==> config.mk <==
export PLATFORM = sky130hd
export DESIGN_NAME = bcd_countdown
export DESIGN_NICKNAME = d
export VERILOG_FILES = /design/src/rtl/bcd_countdown.sv
export SDC_FILE = /design/constraint.sdc
export NUM_CORES = 1
export LEC_CHECK = 0
export CAP_MARGIN = 10
export CORE_MARGIN = 2
export CORE_UTILIZATION = 55
export DETAILED_ROUTE_END_ITERATION = 7
export HOLD_SLACK_MARGIN = 0.03
export PLACE_DENSITY = 0.78
export SYNTH_ARGS = -nofsm -noshare
export SYNTH_HDL_FRONTEND = slang
export SYNTH_SLANG_ARGS = --single-unit
export TNS_END_PERCENT = 1
==> constraint.sdc <==
create_clock -name clk -period 3.02 [get_ports clk]
set_input_delay 0.755 -clock clk [delete_from_list [all_inputs] [get_ports clk]]
set_output_delay 0.755 -clock clk [all_outputs]
set_load 0.005 [all_outputs]
==> src/rtl/bcd_countdown.sv <==
// ---------------------------------------------------------------------------
// bcd_countdown
//   MM:SS countdown timer with keypad digit entry.
//   Digits are shifted in from the right while idle; start begins counting
//   down once per second (TICK_DIV clk cycles); stop pauses, and a second
//   stop (or stop while idle) clears the display. Reaching 00:00 produces
//   a one-cycle done pulse, then the block returns to idle.
//
// Ports
//   clk          sole clock, rising edge
//   clear        synchronous active-low reset
//   digit_in     BCD digit from keypad encoder
//   digit_valid  single-cycle strobe qualifying digit_in
//   start        start/resume request (level)
//   stop         pause/cancel request (level)
//   min_tens, min_units, sec_tens, sec_units   registered BCD display MM:SS
//   running      high while counting
//   done         one-cycle pulse on completion
// ---------------------------------------------------------------------------
module bcd_countdown #(
   parameter int unsigned TICK_DIV = 100
) (
   input  logic       clk,
   input  logic       clear,
   input  logic [3:0] digit_in,
   input  logic       digit_valid,
   input  logic       start,
   input  logic       stop,
   output logic [3:0] min_tens,
   output logic [3:0] min_units,
   output logic [3:0] sec_tens,
   output logic [3:0] sec_units,
   output logic       running,
   output logic       done
);

   typedef enum logic [1:0] {IDLE, RUN, PAUSE, DONE} state_t;

   localparam logic [15:0] PRESC_LAST = 16'(TICK_DIV - 1);

   state_t      state, state_nx;
   logic [15:0] presc, presc_nx;
   logic [3:0]  mt_nx, mu_nx, st_nx, su_nx;

   // One-second decrement of the current display value
   logic [3:0]  dec_mt, dec_mu, dec_st, dec_su;
   logic        borrow_su, borrow_st, borrow_mu;
   logic        dec_zero;
   logic        tick;
   logic        digits_zero;
   logic        digit_ok;

   always_comb begin
      borrow_su = (sec_units == 4'd0);
      borrow_st = borrow_su && (sec_tens == 4'd0);
      borrow_mu = borrow_st && (min_units == 4'd0);

      dec_su = borrow_su ? 4'd9 : sec_units - 4'd1;
      // Seconds tens wraps to 5 so 1:00 becomes 0:59; entered 6..9 just count down
      dec_st = borrow_su ? ((sec_tens == 4'd0) ? 4'd5 : sec_tens - 4'd1) : sec_tens;
      dec_mu = borrow_st ? ((min_units == 4'd0) ? 4'd9 : min_units - 4'd1) : min_units;
      dec_mt = borrow_mu ? min_tens - 4'd1 : min_tens;

      dec_zero = (dec_mt == 4'd0) && (dec_mu == 4'd0) &&
                 (dec_st == 4'd0) && (dec_su == 4'd0);
   end

   assign tick        = (presc == PRESC_LAST);
   assign digits_zero = (min_tens == 4'd0) && (min_units == 4'd0) &&
                        (sec_tens == 4'd0) && (sec_units == 4'd0);
   assign digit_ok    = digit_valid && (digit_in <= 4'd9);

   // Next-state / next-datapath logic; priority stop > start > digit/tick
   always_comb begin
      state_nx = state;
      presc_nx = presc;
      mt_nx    = min_tens;
      mu_nx    = min_units;
      st_nx    = sec_tens;
      su_nx    = sec_units;

      unique case (state)
         IDLE: begin
            if (stop) begin
               mt_nx = 4'd0;
               mu_nx = 4'd0;
               st_nx = 4'd0;
               su_nx = 4'd0;
            end else if (start) begin
               if (!digits_zero) begin
                  state_nx = RUN;
                  presc_nx = '0;
               end
            end else if (digit_ok) begin
               mt_nx = min_units;
               mu_nx = sec_tens;
               st_nx = sec_units;
               su_nx = digit_in;
            end
         end

         RUN: begin
            if (stop) begin
               // Pause drops a coincident tick; prescaler is held as-is
               state_nx = PAUSE;
            end else if (tick) begin
               presc_nx = '0;
               mt_nx    = dec_mt;
               mu_nx    = dec_mu;
               st_nx    = dec_st;
               su_nx    = dec_su;
               if (dec_zero) begin
                  state_nx = DONE;
               end
            end else begin
               presc_nx = presc + 16'd1;
            end
         end

         PAUSE: begin
            if (stop) begin
               state_nx = IDLE;
               mt_nx    = 4'd0;
               mu_nx    = 4'd0;
               st_nx    = 4'd0;
               su_nx    = 4'd0;
            end else if (start) begin
               state_nx = RUN;
            end
         end

         DONE: begin
            state_nx = IDLE;
         end

         default: begin
            state_nx = IDLE;
         end
      endcase
   end

   always_ff @(posedge clk) begin
      if (!clear) begin
         state     <= IDLE;
         presc     <= '0;
         min_tens  <= '0;
         min_units <= '0;
         sec_tens  <= '0;
         sec_units <= '0;
         running   <= 1'b0;
         done      <= 1'b0;
      end else begin
         state     <= state_nx;
         presc     <= presc_nx;
         min_tens  <= mt_nx;
         min_units <= mu_nx;
         sec_tens  <= st_nx;
         sec_units <= su_nx;
         // Status flags are registered copies of the next state
         running   <= (state_nx == RUN);
         done      <= (state_nx == DONE);
      end
   end

endmodule

; Yosys cells after proc, flatten, opt, wreduce, memory -nomap -nowiden
; Cells that the tools add are included.
[word_totals]
regBits = 36
latchBits = 0
ram_bits = 0
romBits = 0
in_bits = 9
wordCells = 96
mem_count = 0
[op_classes]
add_sub_neg = 5
mul = 0
n_div = 0
order_cmp = 1
eq_ne = 14
shifts = 0
mux = 46
n_bitwise = 0
n_reduce_logical = 22
[ops]
columns = op, count
row1 = $mux W4, 27
row2 = $mux W16, 5
row3 = $pmux W4 S3, 4
row4 = $logic_not A4 Y1, 8
row5 = $pmux W16 S2, 1
row6 = $add A16 B1 Y16 const B, 1
row7 = $eq A16 B7 Y1 const B, 1
row8 = $mux W2, 8
row9 = $sub A4 B1 Y4 const B, 4
row10 = $ne A2 B2 Y1 const B, 6
row11 = $logic_and A1 B1 Y1, 9
row12 = $pmux W2 S4, 1
row13 = $eq A2 B2 Y1 const B, 3
row14 = $ne A3 B3 Y1 const B, 2
row15 = $reduce_and A6 Y1, 1
row16 = $reduce_and A5 Y1, 1
row17 = $eq A2 B1 Y1 const B, 2
row18 = $le A4 B4 Y1 const B, 1
row19 = $reduce_bool A3 Y1, 1
row20 = $logic_not A2 Y1, 1
row21 = $reduce_bool A2 Y1, 1

; Depth between registers and ports, before layout
; Gate-level depths: netlist (run 1).
[depth]
ltp_word = 13
ltp_mapped = 9
depth_no_buf = 7

; Least setup slack after synthesis (run 1)
; No wires, ideal clock.
[synth_path]
path_kind = input-to-reg
from = input stop
to = register min_tens[0]
setup_ps = 116
arrival_ps = 2109
required_ps = 2904
slack_ps = 796
path_stages = 7
path_cell_list = clkbuf_1 > nor4b_1 > nand4_1 > a221oi_2 > buf_2 > o21ai_0 > a31o_1
[synth_between]
elab_chain_len = 2
word_cells_on_any_way = 7
[synth_rtl]
columns = item, line
row1 = from (decl), 28  ; input logic stop,
row2 = $ne A3 B3 Y1 (no line) (tied with other cells), n/a
row3 = $reduce_and A6 Y1 (no line) or $pmux W4 S3 (tied branches), n/a
row4 = to (signal assigned), 155  ; min_tens <= mt_nx;
row5 = to (decl), 29  ; output logic [3:0] min_tens,
; Several ways; a longest one is shown, not always the timed one.
; A chain may end at the register's enable or synchronous reset.

; Final worst setup path (run 1)
[layout_path]
from = register sec_units[0]
to = register presc[8]
[layout_between]
elab_chain_len = 4
[layout_rtl]
columns = item, line
row1 = from (decl), 32  ; output logic [3:0] sec_units,
row2 = from (signal assigned), 158  ; sec_units <= su_nx;
row3 = $logic_not A4 Y1, 70  ; (sec_tens == 4'd0) && (sec_units == 4'd0);
row4 = $logic_and A1 B1 Y1, 70
row5 = $ne A2 B2 Y1 (no line), n/a
row6 = $reduce_and A5 Y1 (no line), n/a
row7 = to (signal assigned), 154  ; presc <= presc_nx;
row8 = to (decl), 42  ; logic [15:0] presc, presc_nx;
; Every way passes these cells.

==> reports/metrics.csv, run 1 <==
metric,value,unit
CP Capture Type,flip-flop,
switch share,0.392,
initial antenna violation count,0,
"Hold Vio Cnt, Final",0,
final instance area,0.00288,mm^2
startpoint type of the worst setup path,flip-flop,
post-synth cell types,65,
"commonest cells after routing, fill and taps aside","dfxtp_1 (36), clkdlybuf4s50_1 (26), nor2_1 (25)",
I/O pin count,27,
Die ar.,0.00501,mm^2
Clock Sinks,36,
CTS tree,built,
CP startpoint,sec_units[0]$_SDFFE_PN0P_,
met2 wire length,2860,um
fillers,399,
vias per cell,6.25,
pwr dens,660,mW/mm^2
Crit-path slowest cell,nor4_4,
worst path cell trace,inv_1 -> ha_1 -> or3b_2 -> nor4_4 -> a211o_2 -> o21ai_2 -> o21ba_1,
Avg Inst Size Synth,8.16,um^2
Slew @ Worst Pin,624,ps
highest routed layer,met4,
placer congestion estimate,0.830,
Routed Antenna Nets,0,
Post-synth EDFFs,0,
# diodes,0,
Max-Cap Viols,0,
starting density of the core,0.568,
warnings from Yosys,0,
CP Max Fanout,12,
hold_sp,presc[1]$_SDFFE_PN0P_,
Initial DRT Pass Iterations,4,
synthesized flop and latch total,36,
gr ovfl total,0,
Mapped Nets,320,
slew margin rel.,0.573,
Mapped Cells,301,
RSZ-0062 raised after global routing,false,
placed instance area,0.00276,mm^2
wire length per cell,16.1,um
hold_buf cts,0,
global-route wire length before repair,10600,um
share of layout cells above drive strength 1,0.129,
worst setup path class,flip-flop to flip-flop,
DRT iter0 DRCs,240,
Layout area overhead,17.2,%
GRT Util Overall,0.260,
CP Data Arrival Time,2960,ps
WL met3,352,um
DRC violations left,0,
post-synthesis sequential area ratio,0.294,
Final Cycle Share,0.897,
Die Span X,70.8,um
min cycle time layout,2710,ps
worst path buffer plus inverter count,1,
Final #Nets,343,
CTS H-tree lvls,2,
RR Endpoint,presc[8]$_SDFFE_PN0P_,
cts repair resizes,0,
Max Root-Sink Buffers,2,
Sw Pwr,0.000745,W
HPWL Detailed,4370,um
sequential group share of total power,0.329,
power share of the combinational group,0.438,
fin. max-slew vios,0,
FF-to-FF setup slack,310,ps
worst-skew pair later-pin latency,300,ps
post-CTS setup buffer count,0,
critical path's top delay family,simple AND/OR/NAND/NOR gates,
CTS root buf,clkbuf_8,
port bufs,26,
final WL,6060,um
largest net degree at the start of global routing,33,
clock network fraction of total power,0.233,
synthesized area,0.00245,mm^2
Post-synth ARST share,0,
R2R Path Start,sec_units[0]$_SDFFE_PN0P_,
hold crit path type,flip-flop to flip-flop,
reg2reg path depth,7,
worst hold stages,2,
VDD IR-drop max,374,uV
chip height,70.8,um
"commonest non-fill, non-tap cell in the layout",dfxtp_1,
achievable frequency,369,MHz
leakage power,0.983,nW
Vias,2357,
slowest cell delay on critical path,560,ps
worst endpoint required time,3270,ps
hold path endpoint,presc[1]$_SDFFE_PN0P_,
# setup viols final,0,
Main synth FF type,dfxtp_1,
Setup Skew,10.2,ps
Int Pwr,0.00115,W
vias in the first global route,2214,
TritonCTS Buffers,5,
Post-Route M1 WL,2780,um
setup TNS,0,ps
clock-pin slew on the worst setup and hold paths,80,ps
FP Rows,24,
status,"complete, no violations",
core area,0.00432,mm^2
## power by group through the flow
stage / Combinational (W) / Sequential, W / Clock, W
finish: 0.000831 / 0.000625 / 0.000441
global route: 0.000920 / 0.000636 / 0.000477
CTS: 0.000824 / 0.000621 / 0.000454
detailed placement: 0.000817 / 0.000632 / 0
global placement: 0.000803 / 0.000630 / 0
floorplan: 0.000604 / 0.000599 / 0
## worst max path at each step
| stage | to | slack (ps) | cells after the start |
|---|---|---|---|
| floorplan | min_tens[0]$_SDFFE_PN0P_ | 800 | 7 |
| global route | presc[8]$_SDFFE_PN0P_ | 160 | 7 |
| global placement | presc[15]$_SDFFE_PN0P_ | 200 | 6 |
| CTS | presc[8]$_SDFFE_PN0P_ | 350 | 7 |
| finish | presc[8]$_SDFFE_PN0P_ | 310 | 7 |
| detailed placement | presc[15]$_SDFFE_PN0P_ | 140 | 6 |
## cell usage after synthesis (2+ instances only)
| cell | n | area share |
|---|---|---|
| ha_1 | 10 | 0.051 |
| buf_6 | 2 | 0.0092 |
| or2_2 | 2 | 0.0051 |
| a211oi_2 | 3 | 0.015 |
| nand4_1 | 10 | 0.025 |
| o21ai_0 | 23 | 0.047 |
| nor3_2 | 2 | 0.0082 |
| nor4b_1 | 3 | 0.011 |
| o21ba_1 | 2 | 0.0082 |
| a2111oi_2 | 2 | 0.012 |
| or4_1 | 2 | 0.0061 |
| nor4_1 | 3 | 0.0076 |
| a2111oi_0 | 2 | 0.0071 |
| nand3_1 | 5 | 0.010 |
| clkbuf_1 | 11 | 0.017 |
| a22oi_1 | 6 | 0.018 |
| o211a_1 | 2 | 0.0082 |
| a211oi_1 | 8 | 0.024 |
| dfxtp_1 | 36 | 0.29 |
| nor3b_1 | 3 | 0.0092 |
| a31o_2 | 4 | 0.014 |
| inv_1 | 12 | 0.018 |
| mux2i_1 | 3 | 0.012 |
| buf_2 | 4 | 0.0082 |
| nor3_1 | 8 | 0.016 |
| o211ai_1 | 3 | 0.0092 |
| a211o_1 | 2 | 0.0071 |
| nor2_1 | 25 | 0.038 |
| and2_2 | 2 | 0.0061 |
| xnor2_1 | 11 | 0.039 |
| and3_1 | 6 | 0.015 |
| a21oi_1 | 24 | 0.049 |
| nand2_1 | 22 | 0.034 |
| or3_1 | 3 | 0.0076 |
| o31ai_1 | 4 | 0.012 |
| o221ai_1 | 2 | 0.0071 |
## metal layers
layer / global-route usage / vias up
met5: 0 / -
met4: 0.0818 / 0
met3: 0.0513 / 10
met2: 0.415 / 73
met1: 0.354 / 1100
li1: - / 1174
## state kept, by name (all words and copies together) (netlist names)
signal     cells
min_units      4
done           1
state          2
running        1
sec_tens       4
sec_units      4
min_tens       4
presc         16
## layout make-up
type / count / area [um^2] / share of cell area
clock inverter: 3 / 46.3 / 0.0161
timing repair buffer: 34 / 333 / 0.116
sequential: 36 / 721 / 0.251
clock buffer: 5 / 68.8 / 0.0239
inverter: 12 / 45.0 / 0.0157
multi-input combinational: 235 / 1600 / 0.555
tap: 52 / 65.1 / 0.0226
## tightest hold or removal path: stages, from the launching register on
cell     delay (ps)
dfxtp_1         340
nand2_1          60
a21oi_1          50
## metrics by stage
stage           util  power [W]  setup slack [ps]  std cells  hold slack (ps)
6_report       0.665    0.00190               310        377              499
5_1_grt        0.665    0.00203               156        377              514
4_1_cts        0.665    0.00190               346        377              499
3_5_place_dp   0.639    0.00145               142        369              487
3_3_place_gp   0.639    0.00143               200        369              480
2_1_floorplan      -    0.00120               796        301              466
## logic make-up after synthesis
family	after synthesis	share of synthesized area
XOR/XNOR	12	0.0428
multiplexers	6	0.0270
flip-flops	36	0.294
AND/OR/NAND/NOR	109	0.250
buffers and inverters	30	0.0556
AO/OA/AOI/OAI	98	0.280
adder cells (fa/ha/maj)	10	0.0510
Power figures use the tool's default switching activity.
==> run 2, diff against run 1 <==
--- a/config.mk
+++ b/config.mk
@@ -8,8 +8,8 @@
 export CAP_MARGIN = 10
 export CORE_MARGIN = 2
 export CORE_UTILIZATION = 55
+export CTS_CLUSTER_SIZE = 16
 export DETAILED_ROUTE_END_ITERATION = 7
-export HOLD_SLACK_MARGIN = 0.03
 export PLACE_DENSITY = 0.78
 export SYNTH_ARGS = -nofsm -noshare
 export SYNTH_HDL_FRONTEND = slang
==> constraint.sdc (replaced) <==
create_clock -name clk -period 2.9 [get_ports clk]
set_input_delay 0.725 -clock clk [delete_from_list [all_inputs] [get_ports clk]]
set_output_delay 0.725 -clock clk [all_outputs]
set_load 0.005 [all_outputs]
==> run 2 against run 1 <==
Net effect:
- die area unchanged
- global-route usage is 0.30 points lower
- worst hold slack got worse by 4.2 ps
- largest cell class unchanged
- register-to-register slack better by 80 ps
==> reports/metrics.csv, run 2 (same netlist as run 1, synthesis figures left out) <==
metric,value,unit,change
status,"complete, no violations",,
final WL,6010,um,-0.82%
I/O pin count,27,,unchanged
worst path cell trace,inv_1 -> ha_1 -> or3b_2 -> nor4_4 -> buf_4 -> a211oi_2 -> buf_4 -> and3_1 -> o21ba_1,,
"commonest non-fill, non-tap cell in the layout",dfxtp_1,,
worst hold stages,2,,unchanged
vias in the first global route,2174,,-1.8%
Clock Sinks,36,,unchanged
FP Rows,24,,unchanged
CP Max Fanout,10,,-2
DRC violations left,0,,unchanged
Routed Antenna Nets,0,,unchanged
"Hold Vio Cnt, Final",0,,unchanged
share of layout cells above drive strength 1,0.139,,+0.0102
hold crit path type,flip-flop to flip-flop,,
global-route wire length before repair,10500,um,-1.2%
DRT iter0 DRCs,254,,+5.8%
Final Cycle Share,0.864,,-0.0331
min cycle time layout,2510,ps,-204 ps
initial antenna violation count,0,,unchanged
highest routed layer,met4,,
core area,0.00432,mm^2,unchanged
worst setup path class,flip-flop to flip-flop,,
RR Endpoint,presc[8]$_SDFFE_PN0P_,,
HPWL Detailed,4380,um,about the same
Layout area overhead,17.5,%,
max FFs per register,16,,unchanged
Post-Route M1 WL,2980,um,+7.2%
CTS tree,built,,
reg2reg path depth,9,,+2
FF-to-FF setup slack,390,ps,+80 ps
Final #Nets,349,,+1.7%
Vias,2428,,+3.0%
fillers,390,,-2.3%
placed insts,375,,+1.6%
Setup Skew,10.3,ps,+0.130 ps
hold_buf cts,0,,unchanged
setup TNS,0,ps,unchanged
fin. max-slew vios,0,,unchanged
Slew @ Worst Pin,621,ps,-2.75 ps
met2 wire length,2620,um,-8.2%
"commonest cells after routing, fill and taps aside","dfxtp_1 (36), clkdlybuf4s50_1 (26), nor2_1 (25)",,
hold_sp,presc[1]$_SDFFE_PN0P_,,
# setup viols final,0,,unchanged
starting density of the core,0.568,,unchanged
Non-Filler Instances,382,,+1.3%
VDD IR-drop max,344,uV,-8.0%
"most used cell, CP",buf_4,,
CTS root buf,clkbuf_8,,
pwr dens,653,mW/mm^2,-1.1%
leakage power,1.00,nW,+1.7%
Max Root-Sink Buffers,2,,unchanged
startpoint type of the worst setup path,flip-flop,,
# diodes,0,,unchanged
Max-Cap Viols,0,,unchanged
clock-pin slew on the worst setup and hold paths,80,ps,about the same
chip height,70.8,um,unchanged
critical path's top delay family,simple AND/OR/NAND/NOR gates,,
cts repair resizes,0,,unchanged
Initial DRT Pass Iterations,4,,unchanged
CP Data Arrival Time,2700,ps,-260 ps
wire length per cell,15.7,um,-2.1%
R2R Path Start,sec_units[1]$_SDFFE_PN0P_,,
post-CTS setup buffer count,0,,unchanged
slew margin rel.,0.575,,+0.00188
WL met3,287,um,-18%
hold path endpoint,presc[1]$_SDFFE_PN0P_,,
port bufs,26,,unchanged
CP Capture Type,flip-flop,,
vias per cell,6.36,,+1.7%
Crit-path slowest cell,or3b_2,,
worst-skew pair later-pin latency,290,ps,about the same
slowest cell delay on critical path,530,ps,-30 ps
Die Span X,70.8,um,unchanged
Die ar.,0.00501,mm^2,unchanged
worst path buffer plus inverter count,3,,+2
TritonCTS Buffers,5,,unchanged
GRT Util Overall,0.257,,-0.00296
achievable frequency,399,MHz,+8.1%
worst endpoint required time,3090,ps,-180 ps
gr ovfl total,0,,unchanged
RSZ-0062 raised after global routing,false,,
placer congestion estimate,0.860,,+3.6%
hold_ws,495,ps,-4.18 ps
largest net degree at the start of global routing,33,,unchanged
CTS H-tree lvls,2,,unchanged
Biggest register,presc,,
==> run 2: cell count changes in the layout (fill, tap and decap cells not counted) <==
| cell | change |
|---|---|
| buf_4 | +6 |
| clkinv_2 | +1 |
| clkinvlp_4 | -1 |
| inv_6 | -1 |
| bufinv_16 | -1 |
| clkbuf_1 | +1 |
==> run 2: per-stage QoR <==
stage	worst slack, ps	total power (W)	area, um^2	util
after floorplan	706	0.00125	2450	-
after global placement	177	0.00152	2810	0.649
after detailed placement	140	0.00154	2810	0.649
after CTS	396	0.00188	2880	0.667
after global routing	266	0.00201	2880	0.667
final	393	0.00188	2880	0.667
==> run 2: cell type report <==
type	instances	area, um^2	area share
repair buffers	40	378	0.131
well taps	52	65.1	0.0226
multi-input cells	235	1600	0.554
clock inverters	1	5.00	0.00174
flip-flops and latches	36	721	0.250
inverters	12	45.0	0.0156
clock buffers	6	72.6	0.0252
==> run 2: worst max path at each step <==
stage	to	cells after the start	slack [ps]	start
2_1_floorplan	min_tens[0]$_SDFFE_PN0P_	7	710	stop
3_3_place_gp	presc[15]$_SDFFE_PN0P_	6	180	start
3_5_place_dp	presc[11]$_SDFFE_PN0P_	6	140	start
4_1_cts	presc[8]$_SDFFE_PN0P_	9	400	sec_units[1]$_SDFFE_PN0P_
5_1_grt	presc[8]$_SDFFE_PN0P_	9	270	sec_units[1]$_SDFFE_PN0P_
6_report	presc[8]$_SDFFE_PN0P_	9	390	sec_units[1]$_SDFFE_PN0P_
==> run 2: where the power goes <==
group	internal [W]	switching [W]
sequential	0.000551	0.0000787
combinational	0.000410	0.000497
clock	0.000163	0.000182
total	0.00112	0.000758
==> run 2: worst min-delay path, cell delays in order, from the launching register on <==
cell	delay [ps]
dfxtp_1	330
nand2_1	60
a21oi_1	60
==> run 2: layer usage <==
layer  GRT usage  vias up
met5           0        -
li1            -     1190
met3      0.0456       13
met4      0.0901        0
met1       0.379     1153
met2       0.376       72
==> variant: new RTL, config.mk and constraints of run 2 <==
Register the inputs `clear`, `digit_in`, `digit_valid`, `start` and `stop` before use. The logic sees them one clock later. Comments in the files are not updated.
--- a/src/rtl/bcd_countdown.sv
+++ b/src/rtl/bcd_countdown.sv
@@ -38,6 +38,20 @@
 
    localparam logic [15:0] PRESC_LAST = 16'(TICK_DIV - 1);
 
+   logic clear_q;
+   logic [3:0] digit_q;
+   logic digit_valid_q;
+   logic start_q;
+   logic stop_q;
+
+   always_ff @(posedge clk) begin
+      clear_q       <= clear;
+      digit_q       <= digit_in;
+      digit_valid_q <= digit_valid;
+      start_q       <= start;
+      stop_q        <= stop;
+   end
+
    state_t      state, state_nx;
    logic [15:0] presc, presc_nx;
    logic [3:0]  mt_nx, mu_nx, st_nx, su_nx;
@@ -68,7 +82,7 @@
    assign tick        = (presc == PRESC_LAST);
    assign digits_zero = (min_tens == 4'd0) && (min_units == 4'd0) &&
                         (sec_tens == 4'd0) && (sec_units == 4'd0);
-   assign digit_ok    = digit_valid && (digit_in <= 4'd9);
+   assign digit_ok    = digit_valid_q && (digit_q <= 4'd9);
 
    // Next-state / next-datapath logic; priority stop > start > digit/tick
    always_comb begin
@@ -81,12 +95,12 @@
 
       unique case (state)
          IDLE: begin
-            if (stop) begin
+            if (stop_q) begin
                mt_nx = 4'd0;
                mu_nx = 4'd0;
                st_nx = 4'd0;
                su_nx = 4'd0;
-            end else if (start) begin
+            end else if (start_q) begin
                if (!digits_zero) begin
                   state_nx = RUN;
                   presc_nx = '0;
@@ -95,12 +109,12 @@
                mt_nx = min_units;
                mu_nx = sec_tens;
                st_nx = sec_units;
-               su_nx = digit_in;
+               su_nx = digit_q;
             end
          end
 
          RUN: begin
-            if (stop) begin
+            if (stop_q) begin
                // Pause drops a coincident tick; prescaler is held as-is
                state_nx = PAUSE;
             end else if (tick) begin
@@ -118,13 +132,13 @@
          end
 
          PAUSE: begin
-            if (stop) begin
+            if (stop_q) begin
                state_nx = IDLE;
                mt_nx    = 4'd0;
                mu_nx    = 4'd0;
                st_nx    = 4'd0;
                su_nx    = 4'd0;
-            end else if (start) begin
+            end else if (start_q) begin
                state_nx = RUN;
             end
          end
@@ -140,7 +154,7 @@
    end
 
    always_ff @(posedge clk) begin
-      if (!clear) begin
+      if (!clear_q) begin
          state     <= IDLE;
          presc     <= '0;
          min_tens  <= '0;
Formal check against the unedited RTL: not equivalent (Yosys sat finds a counterexample within 4 cycles, from zero or initial values).
==> variant against run 2 <==
Sequential cell count rose by 8; total power rose by 16%; routed wire length shrank 8.8%; maximum frequency decreased by 4.3%; worst setup slack got worse by 0.11 ns; area after synthesis fell by 0.82%; clock skew hardly changed; cell area decreased by 1.4%; critical endpoint is now state[1]; highest routed layer unchanged.
==> variant: results (changes against run 2) <==
* Synth Net Count at 313 (was 320)
* Slew Viols, Final at 0 (unchanged)
* YS warnings at 0 (unchanged)
* GRT Total Usage at 23.2% (was 25.7%)
* Cell variety after synth at 56 (was 65)
* Port bufs at 26 (unchanged)
* Vias in the first global route at 1971 (was 2174)
* Post-CTS Repair Setup Buffers at 0 (unchanged)
* Via density at 5.70 (was 6.36)
* Leakage power at 0.00103 uW (was 0.00100 uW)
* Max stage delay cell, worst path: or4b_1 (was or3b_2)
* Slowest stage delay, CP at 0.48 ns (was 0.53 ns)
* Run status: completed (unchanged)
* Layout cells sized above 1 at 8.07% (was 13.9%)
* Mean routed wirelength per cell at 14.7 microns (was 15.7 microns)
* Largest net degree at the start of global routing at 20 (was 33)
* Clk Latency, worst-skew pair at 0.31 ns (was 0.29 ns)
* FFs w/ async S/R, synth at 0% (unchanged)
* Synth area leaders: dfxtp_1, nor2_1, xnor2_1, ha_1, nand2_1 (was dfxtp_1, ha_1, a21oi_1, o21ai_0, xnor2_1)
* Max VDD drop at 423 uV (was 344 uV)
* RePlAce Congestion at 0.826 (was 0.860)
* Switching pwr at 844 uW (was 758 uW)
* Max FFs per register at 16 (unchanged)
* Initial antenna violation count at 0 (unchanged)
* Top cells by count, synth: dfxtp_1, nor2_1, nand2_1, o21ai_0 (was dfxtp_1, nor2_1, a21oi_1, o21ai_0, nand2_1)
* Arr. time, crit path at 2.87 ns (was 2.70 ns)
* Initial DRC count at 184 (was 254)
* DPL Wire Length at 3740 microns (was 4380 microns)
* H-tree lvl count at 2 (unchanged)
* TritonCTS Buffers at 5 (unchanged)
* Largest Register: presc (unchanged)
* Rel. slew slack at 50.4% (was 57.5%)
* Filler cell count at 378 (was 390)
* Clock tree buffer depth at 2 (unchanged)
* Number of inserted diodes at 0 (unchanged)
* Worst-path maximum fanout at 10 (unchanged)
* Setup WS pre-CTS at 0.343 ns (was 0.140 ns)
* Register area share after synthesis at 36.2% (was 29.4%)
* Tightest Hold Check Type: reg -> reg (unchanged)
* Root Buffer: clkbuf_8 (unchanged)
* Setup Skew at 0.0102 ns (was 0.0103 ns)
* Initial DRT Pass Iterations at 4 (unchanged)
* Clock slew at reported path FFs at 0.09 ns
* Placed Instance Area at 0.00275 sq mm (was 0.00281 sq mm)
* Nets at 339 (was 349)
* Post-CTS Resized at 0 (unchanged)
* Global-route wire length before repair at 9320 microns (was 10500 microns)
variant: changes by cell type after synthesis, moves of 6 or more:
cell / before / now
nor2_1: 25 / 39
a21oi_1: 24 / 15
dfxtp_1: 36 / 44
nand4_1: 10 / 3
o21ai_0: 23 / 16
a211oi_1: 8 / 2
a22oi_1: 6 / 0
variant: through the flow:
step / instances / total power (uW)
after global routing: 374 / 2330
after detailed placement: 366 / 1770
after CTS: 374 / 2180
after floorplan: 295 / 1460
after global placement: 366 / 1750
final: 374 / 2180
variant: logic make-up (layout without fill, tap and decap cells):
| kind of cell | after synthesis | count (layout) | share of synthesized area, % |
|---|---|---|---|
| compound gates | 70 | 70 | 19.9 |
| xor+xnor | 18 | 18 | 6.48 |
| fa+ha+maj | 9 | 9 | 4.62 |
| buf+inv | 27 | 54 | 4.73 |
| simple gates | 123 | 123 | 26.4 |
| mux | 4 | 4 | 1.70 |
| flops | 44 | 44 | 36.2 |
variant: final cells by class:
cell class / count / area, sq um / share of cell area (%)
Inverter: 12 / 45.0 / 1.58
Tap cell: 52 / 65.1 / 2.29
Clock buffer: 7 / 86.3 / 3.04
Clock inverter: 1 / 7.51 / 0.264
Multi-Input combinational cell: 224 / 1440 / 50.6
Sequential cell: 44 / 881 / 31.0
Timing Repair Buffer: 34 / 320 / 11.3
variant: layer usage:
metal	GRT usage, %	wire [microns]
met1	32.6	2680
met2	34.7	2430
met4	9.85	56
met3	5.13	322
met5	0	0
variant: critical path, delay by kind of cell, from the launching register on:
| family | cells | cell delay (ns) |
|---|---|---|
| compound gates | 2 | 0.47 |
| fa+ha+maj | 1 | 0.20 |
| simple gates | 3 | 0.90 |
| mux | 1 | 0.31 |
| buf+inv | 2 | 0.32 |
| flops | 1 | 0.35 |
variant: power by group through the flow:
stage / Clock (uW) / Combinational [uW] / Sequential (uW)
floorplan: 0 / 687 / 776
global placement: 0 / 952 / 803
detailed placement: 0 / 964 / 805
CTS: 413 / 977 / 790
global route: 437 / 1090 / 808
finish: 405 / 984 / 792
variant: worst paths after layout:
check | depth (start not counted) | to | slack, ns | startpoint
worst max-delay path | 9 | state[1] | 0.28 | sec_units[1]
worst min-delay path | 2 | presc[15] | 0.53 | presc[15]
worst max register to register | 9 | state[1] | 0.28 | sec_units[1]
worst min register to register | 2 | presc[15] | 0.53 | presc[15]
